--- config.mk ---
export PLATFORM = sky130hd
export DESIGN_NAME = memory_initiator
export DESIGN_NICKNAME = d
export VERILOG_FILES = /design/src/rtl/memory_initiator_pkg.sv /design/src/rtl/memory_initiator_req_fifo.sv /design/src/rtl/memory_initiator.sv
export SDC_FILE = /design/constraint.sdc
export NUM_CORES = 1
export LEC_CHECK = 0
export CAP_MARGIN = 5
export CORE_MARGIN = 8
export CORE_UTILIZATION = 49
export CTS_CLUSTER_DIAMETER = 40
export DETAILED_ROUTE_END_ITERATION = 12
export GPL_TIMING_DRIVEN = 1
export HOLD_SLACK_MARGIN = 0.02
export PLACE_DENSITY = 0.79
export SLEW_MARGIN = 10
export SYNTH_ARGS = -nofsm -noshare
export SYNTH_HDL_FRONTEND = slang
export SYNTH_SLANG_ARGS = --single-unit
--- constraint.sdc ---
create_clock -name clk -period 3.55 [get_ports clk]
set_input_delay 0.71 -clock clk [delete_from_list [all_inputs] [get_ports clk]]
set_output_delay 0.71 -clock clk [all_outputs]
set_load 0.05 [all_outputs]
--- src/rtl/memory_initiator_pkg.sv ---
// ============================================================================
// Module   : memory_initiator_pkg
// Purpose  : Shared defaults, FSM encodings and opcode type for memory_initiator
// Revision : 1.0 - initial release
// ============================================================================
`default_nettype none

package memory_initiator_pkg;

    localparam int c_addr_w_def     = 9;
    localparam int c_data_w_def     = 32;
    localparam int c_fifo_depth_def = 2;

    localparam logic [2:0] c_st_idle    = 3'd0;
    localparam logic [2:0] c_st_setup   = 3'd1;
    localparam logic [2:0] c_st_access  = 3'd2;
    localparam logic [2:0] c_st_capture = 3'd3;
    localparam logic [2:0] c_st_done    = 3'd4;

    typedef enum logic {
        c_op_read  = 1'b0,
        c_op_write = 1'b1
    } op_e;

endpackage

`default_nettype wire

--- src/rtl/memory_initiator_req_fifo.sv ---
// ============================================================================
// Module   : memory_initiator_req_fifo
// Purpose  : Small synchronous request FIFO of {write, addr, wdata} entries
// Revision : 1.0 - initial release
// ============================================================================
`default_nettype none

module memory_initiator_req_fifo #(
    parameter int DEPTH = 2,
    parameter int WIDTH = 42
) (
    input  logic             clk,
    input  logic             clr_n,
    input  logic             push,
    input  logic             pop,
    input  logic [WIDTH-1:0] din,
    output logic             full,
    output logic             empty,
    output logic [WIDTH-1:0] head
);

    localparam int PTR_W = $clog2(DEPTH);

    logic [PTR_W-1:0] wr_ptr_q, wr_ptr_d;
    logic [PTR_W-1:0] rd_ptr_q, rd_ptr_d;
    logic [PTR_W:0]   count_q, count_d;
    logic [WIDTH-1:0] mem_q [DEPTH];
    logic             push_ok;
    logic             pop_ok;

    // A push is refused while full even if the same edge pops.
    assign full    = (count_q == (PTR_W+1)'(DEPTH));
    assign empty   = (count_q == '0);
    assign push_ok = push && !full;
    assign pop_ok  = pop && !empty;
    assign head    = mem_q[rd_ptr_q];

    always_comb begin
        wr_ptr_d = wr_ptr_q;
        rd_ptr_d = rd_ptr_q;
        count_d  = count_q + (PTR_W+1)'(push_ok) - (PTR_W+1)'(pop_ok);
        if (push_ok) begin
            wr_ptr_d = wr_ptr_q + PTR_W'(1);
        end
        if (pop_ok) begin
            rd_ptr_d = rd_ptr_q + PTR_W'(1);
        end
    end

    always_ff @(posedge clk or negedge clr_n) begin
        if (!clr_n) begin
            wr_ptr_q <= '0;
            rd_ptr_q <= '0;
            count_q  <= '0;
        end else begin
            wr_ptr_q <= wr_ptr_d;
            rd_ptr_q <= rd_ptr_d;
            count_q  <= count_d;
        end
    end

    always_ff @(posedge clk) begin
        if (push_ok) begin
            mem_q[wr_ptr_q] <= din;
        end
    end

endmodule

`default_nettype wire

--- src/rtl/memory_initiator.sv ---
// ============================================================================
// Module   : memory_initiator
// Purpose  : Sequences buffered CPU requests into 512x32 RAM read/write strobes
// Revision : 1.0 - initial release
// ============================================================================
`default_nettype none

module memory_initiator
    import memory_initiator_pkg::*;
#(
    parameter int ADDR_W     = c_addr_w_def,
    parameter int DATA_W     = c_data_w_def,
    parameter int FIFO_DEPTH = c_fifo_depth_def
) (
    input  logic              clk,
    input  logic              clr_n,
    input  logic              req_valid,
    input  logic              req_write,
    input  logic [ADDR_W-1:0] req_addr,
    input  logic [DATA_W-1:0] req_wdata,
    output logic              req_ready,
    output logic              rsp_valid,
    output logic              rsp_write,
    output logic [DATA_W-1:0] rsp_rdata,
    output logic              busy,
    output logic [ADDR_W-1:0] ram_address,
    output logic              ram_read,
    output logic              ram_write,
    output logic [DATA_W-1:0] ram_wdata,
    input  logic [DATA_W-1:0] ram_rdata
);

    localparam int ENTRY_W = 1 + ADDR_W + DATA_W;

    logic               fifo_full;
    logic               fifo_empty;
    logic               fifo_pop;
    logic [ENTRY_W-1:0] fifo_head;
    logic               head_write;
    logic [ADDR_W-1:0]  head_addr;
    logic [DATA_W-1:0]  head_wdata;

    logic [2:0]         state_q, state_d;
    op_e                op_q, op_d;
    logic [ADDR_W-1:0]  ram_address_q, ram_address_d;
    logic [DATA_W-1:0]  ram_wdata_q, ram_wdata_d;
    logic               ram_read_q, ram_read_d;
    logic               ram_write_q, ram_write_d;
    logic               rsp_valid_q, rsp_valid_d;
    logic               rsp_write_q, rsp_write_d;
    logic [DATA_W-1:0]  rsp_rdata_q, rsp_rdata_d;

    memory_initiator_req_fifo #(
        .DEPTH (FIFO_DEPTH),
        .WIDTH (ENTRY_W)
    ) u_req_fifo (
        .clk   (clk),
        .clr_n (clr_n),
        .push  (req_valid),
        .pop   (fifo_pop),
        .din   ({req_write, req_addr, req_wdata}),
        .full  (fifo_full),
        .empty (fifo_empty),
        .head  (fifo_head)
    );

    assign head_write = fifo_head[ENTRY_W-1];
    assign head_addr  = fifo_head[DATA_W +: ADDR_W];
    assign head_wdata = fifo_head[DATA_W-1:0];

    // Strobe and response flops are loaded one state ahead so every RAM-side
    // and response output comes straight from a register.
    always_comb begin
        state_d       = state_q;
        op_d          = op_q;
        ram_address_d = ram_address_q;
        ram_wdata_d   = ram_wdata_q;
        ram_read_d    = 1'b0;
        ram_write_d   = 1'b0;
        rsp_valid_d   = 1'b0;
        rsp_write_d   = 1'b0;
        rsp_rdata_d   = rsp_rdata_q;
        fifo_pop      = 1'b0;
        unique case (state_q)
            c_st_idle, c_st_done: begin
                if (!fifo_empty) begin
                    fifo_pop      = 1'b1;
                    op_d          = op_e'(head_write);
                    ram_address_d = head_addr;
                    ram_wdata_d   = head_wdata;
                    state_d       = c_st_setup;
                end else begin
                    state_d = c_st_idle;
                end
            end
            c_st_setup: begin
                ram_read_d  = (op_q == c_op_read);
                ram_write_d = (op_q == c_op_write);
                state_d     = c_st_access;
            end
            c_st_access: begin
                if (op_q == c_op_write) begin
                    rsp_valid_d = 1'b1;
                    rsp_write_d = 1'b1;
                    state_d     = c_st_done;
                end else begin
                    state_d = c_st_capture;
                end
            end
            c_st_capture: begin
                // Only window in which the RAM output is guaranteed valid.
                rsp_rdata_d = ram_rdata;
                rsp_valid_d = 1'b1;
                state_d     = c_st_done;
            end
            default: begin
                state_d = c_st_idle;
            end
        endcase
    end

    always_ff @(posedge clk or negedge clr_n) begin
        if (!clr_n) begin
            state_q       <= c_st_idle;
            op_q          <= c_op_read;
            ram_address_q <= '0;
            ram_wdata_q   <= '0;
            ram_read_q    <= 1'b0;
            ram_write_q   <= 1'b0;
            rsp_valid_q   <= 1'b0;
            rsp_write_q   <= 1'b0;
            rsp_rdata_q   <= '0;
        end else begin
            state_q       <= state_d;
            op_q          <= op_d;
            ram_address_q <= ram_address_d;
            ram_wdata_q   <= ram_wdata_d;
            ram_read_q    <= ram_read_d;
            ram_write_q   <= ram_write_d;
            rsp_valid_q   <= rsp_valid_d;
            rsp_write_q   <= rsp_write_d;
            rsp_rdata_q   <= rsp_rdata_d;
        end
    end

    assign req_ready   = !fifo_full;
    assign busy        = (state_q != c_st_idle) || !fifo_empty;
    assign ram_address = ram_address_q;
    assign ram_wdata   = ram_wdata_q;
    assign ram_read    = ram_read_q;
    assign ram_write   = ram_write_q;
    assign rsp_valid   = rsp_valid_q;
    assign rsp_write   = rsp_write_q;
    assign rsp_rdata   = rsp_rdata_q;

endmodule

`default_nettype wire

==> results.sh <==
export IMPL_drtIter0Drc=149
export IMPL_p_clk_share_pct=19.0
export IMPL_cts_hold_fix_buffers=0
export IMPL_slew_violations=0
export IMPL_worst_path_max_fanout=3
export IMPL_place_congestion=0.744
export IMPL_synth_flop_cell="dfrtp_1"
export IMPL_m1WireLength_um=4700
export IMPL_synth_common_cells="dfrtp_1, edfxtp_1, mux2_2, mux2_4, buf_2"
export IMPL_design_core_area_um2=13000
export IMPL_dr_wl_met3_um=752
export IMPL_cp_cell_sequence="or2b_1 > clkdlybuf4s50_1"
export IMPL_insertion_delay_ns=0.41
export IMPL_vias=3335
export IMPL_power_frac_seq_pct=33.9
export IMPL_wirelength_um=12600
export IMPL_leakage_nw=3.43
export IMPL_ir_drop_mv=0.670
export IMPL_synthAdderAreaFrac_pct=0.389
export IMPL_fin_nets=571
export IMPL_wire_per_inst_um=18.5
export IMPL_grt_max_degree=75
export IMPL_route_met2_wl_um=6830
export IMPL_cp_start_kind="register"
export IMPL_port_buffers=155
export IMPL_die_w_um=131
export IMPL_worstMarginPinSlew_ns=0.967
export IMPL_crit_arrival_ns=1.84
export IMPL_ys_types=23
export IMPL_utilization_pct=66.9
export IMPL_synth_area_leader_cell="edfxtp_1"
export IMPL_fp_row_count=42
export IMPL_synth_nets=405
export IMPL_worst_clock_skew_ns=0.00463
export IMPL_synth_edf_count=84
export IMPL_ant_nets=0
export IMPL_netlist_instances=326
export IMPL_synth_area_leaders="edfxtp_1, dfrtp_1, mux2_2, mux2_4, buf_12"
export IMPL_timing_hold_ws_ns=0.449
export IMPL_cp_slowest_cell="clkdlybuf4s50_1"
export IMPL_synth_area_um2=6420
export IMPL_crit_buf_inv=1
export IMPL_start_util_pct=49.3
export IMPL_setup_viol=0
export IMPL_relSlewSlack_pct=35.5
export IMPL_power_switching_mw=3.68
export IMPL_avgSynthCellArea_um2=19.7
export IMPL_area_delta_synth_final_pct=35.8
export IMPL_async_reset_ff_share_pct=50.3
export IMPL_ctsResizeCount=0
export IMPL_synth_compound_area_share_pct=0.214
export IMPL_run_status="complete, no violations"
export IMPL_grt_pass1_vias=3757
export IMPL_first_pass_iters=4
export IMPL_synth_top_area_share_pct=39.3
export IMPL_ioPinCount=156
export IMPL_p_int_mw=5.93
export IMPL_grt_setup_unrepaired="false"
export IMPL_antenna_found_initial=0
export IMPL_vias_per_cell=4.90
export IMPL_post_cts_setup_buffers=0
export IMPL_drive_gt1_share_pct=30.9
export IMPL_synthSimpleGateAreaFrac_pct=1.52
export IMPL_fin_setup_tns_ns=0
export IMPL_total_power_mw=9.61
export IMPL_cts_buffers=17
export IMPL_crit_path_end_kind="output pin"
export IMPL_drc_errors=0
export IMPL_power_frac_comb_pct=47.1
export IMPL_hold_viol_final=0
export IMPL_synth_mux_area_share_pct=22.6
export IMPL_min_path_type="primary input to asynchronous set/reset pin"
export IMPL_crit_family="buffers and inverters"
export IMPL_grt_pass1_wl_um=19000
export IMPL_timing_final_crit_share_pct=72.0
export IMPL_track_usage_pct=15.0
export IMPL_ys_seq_area_share_pct=72.4
export IMPL_final_min_clock_period_ns=2.55
export IMPL_synth_seq_cells=169
export IMPL_synth_most_common_cell="dfrtp_1"
export IMPL_worstSetupPathType="register to output pin"
export IMPL_grt_ovfl_total=0
export IMPL_cap_viol_max_count=0
export IMPL_fmax_mhz=391
export IMPL_dpl_hpwl_um=8520
export IMPL_cts_htree_levels=4
export IMPL_cts_sinks=169
export IMPL_synth_xor_area_share_pct=0.545
export IMPL_slowest_delay_ns=0.83
export IMPL_ff2ff_setup_slack_ns=1.55
export IMPL_clk_pin_slew_ns=0.06
export IMPL_cts_root_buf="clkbuf_16"
export IMPL_clk_path_buf_depth=2
export IMPL_top_layer_used="met4"
export IMPL_nFillCells=960
export IMPL_insertedDiodeCount=0
export IMPL_p_sw_share_pct=38.3
export IMPL_synth_top_family_by_area="multiplexers"
export IMPL_synth_warnings=0
export IMPL_die_area_um2=17000
export IMPL_worst_ep_required_time_ns=2.84
export IMPL_die_y_um=131
export IMPL_power_density_nw_per_um2=1100
export IMPL_cts_tree="yes"
-- placed cells by master (no fill, tap or decap), types with 3 or more instances in the layout --
cell and count:
buf_4 5, clkbuf_16 19, clkbuf_8 5, clkdlybuf4s50_1 154, clkinv_2 3, dfrtp_1 84, edfxtp_1 84, inv_1 4
mux2_2 77, mux2_4 39, xnor2_1 4
-- sequential cells by signal, indices dropped and copies added (netlist names) --
name / flops
rsp_write: 1
op_q: 1
u_req_fifo.rd_ptr_q: 1
ram_wdata: 32
rsp_valid: 1
ram_address: 9
u_req_fifo.wr_ptr_q: 1
u_req_fifo.count_q: 2
ram_read: 1
u_req_fifo.mem_q: 84
ram_write: 1
rsp_rdata: 32
state_q: 3
-- cells by family (layout without fill, tap and decap cells) --
group,count (synthesis),in the layout
buf+inv,17,196
mux,116,116
xor+xnor,4,4
flops,169,169
fa+ha+maj,2,2
simple gates,16,16
compound gates,2,2
-- final timing paths --
check,from,end,cells past startpoint
worst max-delay path,u_req_fifo.count_q[1],req_ready,2
worst min-delay path,clr_n,rsp_rdata[6],1
worst max register to register,u_req_fifo.count_q[1],u_req_fifo.count_q[1],8
worst min register to register,u_req_fifo.count_q[1],u_req_fifo.count_q[1],1
max in group asynchronous,clr_n,rsp_rdata[24],2
min in group clk,u_req_fifo.count_q[1],u_req_fifo.count_q[1],1
-- through the flow --
step	std cells	setup slack (ns)	area, um^2
after floorplan	326	0.285	6420
after global placement	649	1.29	8110
after detailed placement	649	1.24	8110
after CTS	681	0.960	8720
after global routing	681	0.925	8720
final	681	0.995	8720
-- per-layer routing --
metal  vias to the layer above  track usage, %
met4                         0            8.17
met2                        82            26.3
met3                        19            4.95
met1                      1702            15.7
li1                       1532               -
met5                         -               0
-- area by class of cell --
cell class / count / area [um^2] / share of cell area, %
Sequential cell: 169 / 4650 / 53.3
Clock inverter: 6 / 56.3 / 0.646
Inverter: 5 / 31.3 / 0.359
Multi-Input combinational cell: 140 / 1630 / 18.7
Clock buffer: 26 / 552 / 6.33
Tap cell: 176 / 220 / 2.52
Timing Repair Buffer: 159 / 1580 / 18.1
-- power groups by stage --
| stage | logic (mW) | registers (mW) | clock network, mW |
|---|---|---|---|
| 2_1_floorplan | 1.84 | 4.73 | 0 |
| 3_3_place_gp | 4.50 | 3.25 | 0 |
| 3_5_place_dp | 4.57 | 3.30 | 0 |
| 4_1_cts | 4.59 | 3.27 | 1.87 |
| 5_1_grt | 4.72 | 3.36 | 1.94 |
| 6_report | 4.53 | 3.25 | 1.83 |
Note: power is estimated with default switching activity, not from simulation.
